[src/rtl/pc_flow_ctrl_if.sv]
// Bundle of the request, operand and control signals exchanged between the
// PC sequencer and its neighbours (hazard unit, execute, decode, PC register).
interface pc_flow_ctrl_if #(
  parameter int CNT_W = 16
);
  logic             stall_i;
  logic             br_taken_i;
  logic             jalr_i;
  logic             halt_i;
  logic             resume_i;
  logic [31:0]      pc_exec_i;
  logic [31:0]      imm_i;
  logic [31:0]      rs1_i;
  logic             pc_en;
  logic [1:0]       pc_type;
  logic [31:0]      pc_exec_o;
  logic [31:0]      imm_o;
  logic [31:0]      rs1_o;
  logic             flush_if_id;
  logic             flush_id_ex;
  logic             halted;
  logic [CNT_W-1:0] redirect_cnt;

  // Sequencer side: consumes requests, drives the PC register controls.
  modport master (
    input  stall_i, br_taken_i, jalr_i, halt_i, resume_i,
    input  pc_exec_i, imm_i, rs1_i,
    output pc_en, pc_type, pc_exec_o, imm_o, rs1_o,
    output flush_if_id, flush_id_ex, halted, redirect_cnt
  );

  // Pipeline side: raises requests, observes the PC controls.
  modport slave (
    output stall_i, br_taken_i, jalr_i, halt_i, resume_i,
    output pc_exec_i, imm_i, rs1_i,
    input  pc_en, pc_type, pc_exec_o, imm_o, rs1_o,
    input  flush_if_id, flush_id_ex, halted, redirect_cnt
  );
endinterface

[src/rtl/pc_flow_ctrl.sv]
// Program-counter sequencer: decides each cycle whether the PC advances and
// how (pc+4, pc_exec+imm, rs1+imm), arbitrates execute redirects against
// decode halts and hazard stalls, and produces the pipeline flush strobes.
// Control outputs are combinational so the PC register acts on the decision
// at the same clock edge.
module pc_flow_ctrl #(
  parameter int FLUSH_CYCLES = 2,
  parameter int BOOT_DELAY   = 1,
  parameter int CNT_W        = 16
) (
  input  logic          clk,
  input  logic          rst,
  pc_flow_ctrl_if.master bus
);

  typedef enum logic [1:0] {
    BOOT  = 2'd0,
    RUN   = 2'd1,
    FLUSH = 2'd2,
    HALT  = 2'd3
  } state_t;

  localparam logic [3:0] BOOT_INIT  = 4'(BOOT_DELAY - 1);
  // With a single flush cycle the redirect cycle itself covers it, so FLUSH
  // is never entered and the reload value is irrelevant.
  localparam logic [3:0] FLUSH_INIT = (FLUSH_CYCLES > 1) ? 4'(FLUSH_CYCLES - 2) : 4'd0;

  localparam logic [1:0] TYPE_SEQ  = 2'b00;
  localparam logic [1:0] TYPE_BR   = 2'b01;
  localparam logic [1:0] TYPE_JALR = 2'b11;

  state_t           state;
  logic [3:0]       cnt;
  logic [CNT_W-1:0] redir_cnt;
  logic             redirect;

  // A redirect is only honoured in RUN; BOOT, FLUSH and HALT ignore execute.
  assign redirect         = (state == RUN) && (bus.jalr_i || bus.br_taken_i);
  assign bus.redirect_cnt = redir_cnt;

  // Per-cycle PC decision, fixed priority jalr > branch > halt > stall > seq.
  always_comb begin
    bus.pc_en       = 1'b0;
    bus.pc_type     = TYPE_SEQ;
    bus.pc_exec_o   = 32'd0;
    bus.imm_o       = 32'd0;
    bus.rs1_o       = 32'd0;
    bus.flush_if_id = 1'b0;
    bus.flush_id_ex = 1'b0;
    bus.halted      = 1'b0;
    unique case (state)
      RUN: begin
        if (bus.jalr_i) begin
          bus.pc_en       = 1'b1;
          bus.pc_type     = TYPE_JALR;
          bus.rs1_o       = bus.rs1_i;
          bus.imm_o       = bus.imm_i;
          bus.flush_if_id = 1'b1;
          bus.flush_id_ex = 1'b1;
        end else if (bus.br_taken_i) begin
          // Overrides stall: the stalled younger instructions get squashed.
          bus.pc_en       = 1'b1;
          bus.pc_type     = TYPE_BR;
          bus.pc_exec_o   = bus.pc_exec_i;
          bus.imm_o       = bus.imm_i;
          bus.flush_if_id = 1'b1;
          bus.flush_id_ex = 1'b1;
        end else if (bus.halt_i) begin
          bus.flush_if_id = 1'b1;
        end else if (!bus.stall_i) begin
          bus.pc_en = 1'b1;
        end
      end
      FLUSH: begin
        bus.pc_en       = 1'b1;
        bus.flush_if_id = 1'b1;
      end
      HALT: begin
        bus.halted = 1'b1;
      end
      default: ;
    endcase
  end

  // State, down-counter and redirect counter; reset returns to the boot hold.
  always_ff @(posedge clk or posedge rst) begin
    if (rst) begin
      state     <= BOOT;
      cnt       <= BOOT_INIT;
      redir_cnt <= '0;
    end else begin
      unique case (state)
        BOOT: begin
          if (cnt == 4'd0) state <= RUN;
          else             cnt   <= cnt - 4'd1;
        end
        RUN: begin
          if (redirect) begin
            redir_cnt <= redir_cnt + 1'b1;
            cnt       <= FLUSH_INIT;
            if (FLUSH_CYCLES > 1) state <= FLUSH;
          end else if (bus.halt_i) begin
            state <= HALT;
          end
        end
        FLUSH: begin
          if (cnt == 4'd0) state <= RUN;
          else             cnt   <= cnt - 4'd1;
        end
        HALT: begin
          if (bus.resume_i) state <= RUN;
        end
        default: state <= BOOT;
      endcase
    end
  end

endmodule

[src/flat_wrapper.sv]
// flat-port wrapper written by rule: the top's interface ports become plain ports
module pc_flow_ctrl_flat 
#(
  parameter int FLUSH_CYCLES = 2,
  parameter int BOOT_DELAY   = 1,
  parameter int CNT_W        = 16
)
  (clk, rst, bus_stall_i, bus_br_taken_i, bus_jalr_i, bus_halt_i, bus_resume_i, bus_pc_exec_i, bus_imm_i, bus_rs1_i, bus_pc_en, bus_pc_type, bus_pc_exec_o, bus_imm_o, bus_rs1_o, bus_flush_if_id, bus_flush_id_ex, bus_halted, bus_redirect_cnt);
  pc_flow_ctrl_if #(.CNT_W(CNT_W)) bus_i ();
  input  logic clk;
  input  logic rst;
  input wire logic [$bits(bus_i.stall_i)-1:0] bus_stall_i;
  input wire logic [$bits(bus_i.br_taken_i)-1:0] bus_br_taken_i;
  input wire logic [$bits(bus_i.jalr_i)-1:0] bus_jalr_i;
  input wire logic [$bits(bus_i.halt_i)-1:0] bus_halt_i;
  input wire logic [$bits(bus_i.resume_i)-1:0] bus_resume_i;
  input wire logic [$bits(bus_i.pc_exec_i)-1:0] bus_pc_exec_i;
  input wire logic [$bits(bus_i.imm_i)-1:0] bus_imm_i;
  input wire logic [$bits(bus_i.rs1_i)-1:0] bus_rs1_i;
  output wire logic [$bits(bus_i.pc_en)-1:0] bus_pc_en;
  output wire logic [$bits(bus_i.pc_type)-1:0] bus_pc_type;
  output wire logic [$bits(bus_i.pc_exec_o)-1:0] bus_pc_exec_o;
  output wire logic [$bits(bus_i.imm_o)-1:0] bus_imm_o;
  output wire logic [$bits(bus_i.rs1_o)-1:0] bus_rs1_o;
  output wire logic [$bits(bus_i.flush_if_id)-1:0] bus_flush_if_id;
  output wire logic [$bits(bus_i.flush_id_ex)-1:0] bus_flush_id_ex;
  output wire logic [$bits(bus_i.halted)-1:0] bus_halted;
  output wire logic [$bits(bus_i.redirect_cnt)-1:0] bus_redirect_cnt;
  assign bus_i.stall_i = bus_stall_i;
  assign bus_i.br_taken_i = bus_br_taken_i;
  assign bus_i.jalr_i = bus_jalr_i;
  assign bus_i.halt_i = bus_halt_i;
  assign bus_i.resume_i = bus_resume_i;
  assign bus_i.pc_exec_i = bus_pc_exec_i;
  assign bus_i.imm_i = bus_imm_i;
  assign bus_i.rs1_i = bus_rs1_i;
  assign bus_pc_en = bus_i.pc_en;
  assign bus_pc_type = bus_i.pc_type;
  assign bus_pc_exec_o = bus_i.pc_exec_o;
  assign bus_imm_o = bus_i.imm_o;
  assign bus_rs1_o = bus_i.rs1_o;
  assign bus_flush_if_id = bus_i.flush_if_id;
  assign bus_flush_id_ex = bus_i.flush_id_ex;
  assign bus_halted = bus_i.halted;
  assign bus_redirect_cnt = bus_i.redirect_cnt;
  pc_flow_ctrl #(.FLUSH_CYCLES(FLUSH_CYCLES), .BOOT_DELAY(BOOT_DELAY), .CNT_W(CNT_W)) u_core (.clk(clk), .rst(rst), .bus(bus_i));
endmodule
[config.mk]
export PLATFORM = sky130hd
export DESIGN_NAME = pc_flow_ctrl_flat
export DESIGN_NICKNAME = d
export VERILOG_FILES = /design/src/rtl/pc_flow_ctrl_if.sv /design/src/rtl/pc_flow_ctrl.sv /design/src/flat_wrapper.sv
export SDC_FILE = /design/constraint.sdc
export NUM_CORES = 1
export LEC_CHECK = 0
export ABC_AREA = 1
export CORE_AREA = 2 2 85 87
export CTS_CLUSTER_DIAMETER = 80
export DETAILED_ROUTE_END_ITERATION = 10
export DIE_AREA = 0 0 87 89
export GPL_TIMING_DRIVEN = 0
export PLACE_DENSITY = 0.85
export SYNTH_ARGS = -nofsm -noshare
export SYNTH_HDL_FRONTEND = slang
export SYNTH_SLANG_ARGS = --single-unit
[constraint.sdc]
create_clock -name clk -period 4.5 [get_ports clk]
set_input_delay 0.675 -clock clk [delete_from_list [all_inputs] [get_ports clk]]
set_output_delay 0.675 -clock clk [all_outputs]
set_load 0.03 [all_outputs]
==> qor_table.md <==
| Parameter | Reported |
| --- | --- |
| Result of the run | complete, no violations |
| Most numerous cell in the Yosys netlist | inv_1 |
| TritonCTS clock tree | yes |
| Worst path required time | 3.83 ns |
| Sink Count | 22 |
| Number of endpoints with negative hold slack in the final report | 0 |
| Type of destination of the critical path | output pin |
| Slew @ Worst Pin | 0.8073 ns |
| Layout Skew | 0.006512 ns |
| Final-report max-slew violation count | 0 |
| Mean number of vias per cell | 4.252 |
| Cell type with the highest occurrence count on the critical path | clkdlybuf4s50_1 |
| # H-tree levels | 1 |
| Timing startpoint of the critical path | bus_jalr_i |
| Per-instance average area after synthesis | 5.625 µm² |
| Final total negative setup slack | 0 ns |
| Count of unique library cells instantiated by Yosys | 25 |
| Count of non-filler cells in the finished layout | 671 |
| Clock Path Buffers | 2 |
| Critical path cell sequence | clkdlybuf4s50_1 > nand3b_1 > clkbuf_1 > nor2_1 > clkdlybuf4s50_1 |
| Most common library cells after synthesis | inv_1, nor2_1, nand2_1 |
| Post-synth EDFFs | 0 |
| Vias in the first global route | 2673 |
| Part of the cycle the worst path needs | 72.91% |
| Design Area, Final | 0.004438 mm² |
| Area delta synth->final | 115.0% |
| Number of nets in the finished design | 703 |
| Number of antenna violations at the first check in global routing | 0 |
| Number of antenna-violating nets in the routed design | 0 |
| Leftover overflow at the end of global routing | 0 |
| Maximum number of pins on one net before global-route repair | 23 |
| Number of buffers created by CTS | 3 |
| Total power consumption of the routed design | 1.997 mW |
| Hold Path Class | reg2reg |
| Share of final-layout standard cells stronger than drive strength 1 | 2.538% |
| Peak supply drop | 0.2343 mV |
| P per Cell Area | 450.0 mW/mm² |
| Cts-stage hold buffer count | 0 |
| Max Freq | 0.3048 GHz |
| Length of the first detailed-routing pass in iterations | 4 |
| Post-detailed-placement half-perimeter wirelength | 7.430 mm |
| Critical path launch point type | input pin |
| Area share of the largest cell type after synthesis | 26.67% |
| Placed instance count | 667 |
| Largest fanout on the critical path | 10 |
| First-pass GRT wire length | 12.16 mm |
| Num rows | 30 |
| Clock tree root buffer cell | clkbuf_8 |
| Core region area | 0.006719 mm² |
| Ports | 221 |
| Finish-stage setup viols | 0 |
| Total track usage | 19.79% |
| Count of max-cap constraint violations | 0 |
| Commonest register cell after synthesis | dfrtp_1 |
| Lkg Pwr | 2.258 nW |
| Antenna diodes | 0 |
| Final wirelength | 8.668 mm |
| Vias | 2853 |
| Buffer count from post-CTS setup fixing | 0 |
| Die ar. | 0.007743 mm² |
| Flip-flop and latch count after synthesis | 22 |
| Placed standard-cell area | 0.004367 mm² |
| Number of filler instances in the final layout | 550 |
| Routed wire length per instance | 12.92 µm |
| Post-cts repair resize count | 0 |
| First-iteration detailed-routing DRC count | 61 |
| Instance count of the mapped netlist | 367 |
| Fin crit period | 3.281 ns |
| Register area share after synthesis | 26.67% |
| Arrival time reported for the critical path endpoint | 2.61 ns |
| # DRC | 0 |
| Hold path start | u_core.bus.redirect_cnt[15]$_DFFE_PP0P_ |
| Source-to-sink clock delay at the later pin of the worst-skew pair | 0.27 ns |
| Cell type with the largest total area after synthesis | dfrtp_1 |
| Ranking of synthesized cells by area | dfrtp_1, inv_1, nor2_1 |
| Clock-pin transition on the worst setup and hold timing paths | 0.08 ns |
| Class of the most critical setup path | in2out |
| Die outline height | 89 µm |
| Slowest stage cell on the critical path | clkdlybuf4s50_1 |
| RSZ-0062 raised after global routing | false |
| Final weighted congestion in routability-driven placement | 0.7963 |
| Worst-case headroom to the max-slew limit | 46.12% |
| Mapped cell area | 0.002064 mm² |
| Post-synthesis async set-or-reset flop share | 100.0% |
| Port buffer count | 220 |
| Start of the worst register-to-register path | u_core.state[1]$_DFFE_PP0P_ |
| Ys Warns | 0 |
| Die width | 87 µm |
| Starting density of the core | 30.73% |
| Delay of the slowest cell on the worst path | 0.71 ns |
| Net count after synthesis | 478 |
-- registers in the layout (all words and copies together), names as in the netlist --
register and count:
u_core.bus.redirect_cnt 16, u_core.state 2, u_core.cnt 4
-- per-layer routing --
layer,track usage (%),wire length (µm),vias up
met5,0,0,-
met1,21.45,3324,1241
met4,4.972,129,0
li1,-,-,1462
met3,5.171,724,11
met2,38.10,4490,139
-- report_power, final --
part	switching [mW]	internal [mW]
Clock	0.0689	0.119
Combinational	0.902	0.593
Sequential	0.0626	0.252
-- critical path: cells and delay by family --
kind	cells	cell delay [ns]
buf+inv	3	1.46
simple gates	2	0.47
-- logic make-up after synthesis --
logic type                 count (synthesis)  synth area share (%)
and+or+nand+nor                          183                 36.12
buffers and inverters                    130                 24.18
DFF                                       22                 26.67
AOI/OAI and AO/OA                         13                 3.516
xor gates and xnor gates                  11                 4.667
adders and majority gates                  8                 4.849
-- through the flow --
step | worst slack (ns) | hold slack, ns | util, %
6_report | 1.219 | 0.5022 | 66.05
3_3_place_gp | 1.264 | 0.4686 | 64.99
2_1_floorplan | 2.193 | 0.4530 | -
4_1_cts | 1.210 | 0.5054 | 66.05
3_5_place_dp | 1.205 | 0.4830 | 64.99
5_1_grt | 1.101 | 0.5233 | 66.05
-- worst paths after layout --
path | end | slack, ns | cells past startpoint
setup / recovery | bus_pc_exec_o[4] | 1.22 | 5
hold / removal | u_core.bus.redirect_cnt[15]$_DFFE_PP0P_ | 0.50 | 2
setup reg to reg | u_core.bus.redirect_cnt[8]$_DFFE_PP0P_ | 2.74 | 7
hold reg to reg | u_core.bus.redirect_cnt[15]$_DFFE_PP0P_ | 0.50 | 2
max in group asynchronous | u_core.bus.redirect_cnt[10]$_DFFE_PP0P_ | 3.13 | 2
min in group asynchronous | u_core.bus.redirect_cnt[0]$_DFFE_PP0P_ | 0.86 | 2
-- placed cells by master (no fill, tap or decap), drive strengths merged, types with 7 or more instances in the layout --
master	instances
clkbuf	9
clkdlybuf4s50	220
dfrtp	22
ha	8
inv	119
nand2	47
nand3	11
nor2	113
o21ai	8
xor2	7
-- final cells by class --
class	instances	area (µm²)	area share, %
timing repair buffer	220	2202	49.62
multi-input combinational	215	1015	22.86
sequential	22	550.5	12.40
inverter	119	446.7	10.06
tap	80	100.1	2.255
buffer	11	52.55	1.184
clock buffer	3	41.29	0.9304
clock inverter	1	30.03	0.6766
Note: power is estimated with default switching activity, not from simulation.
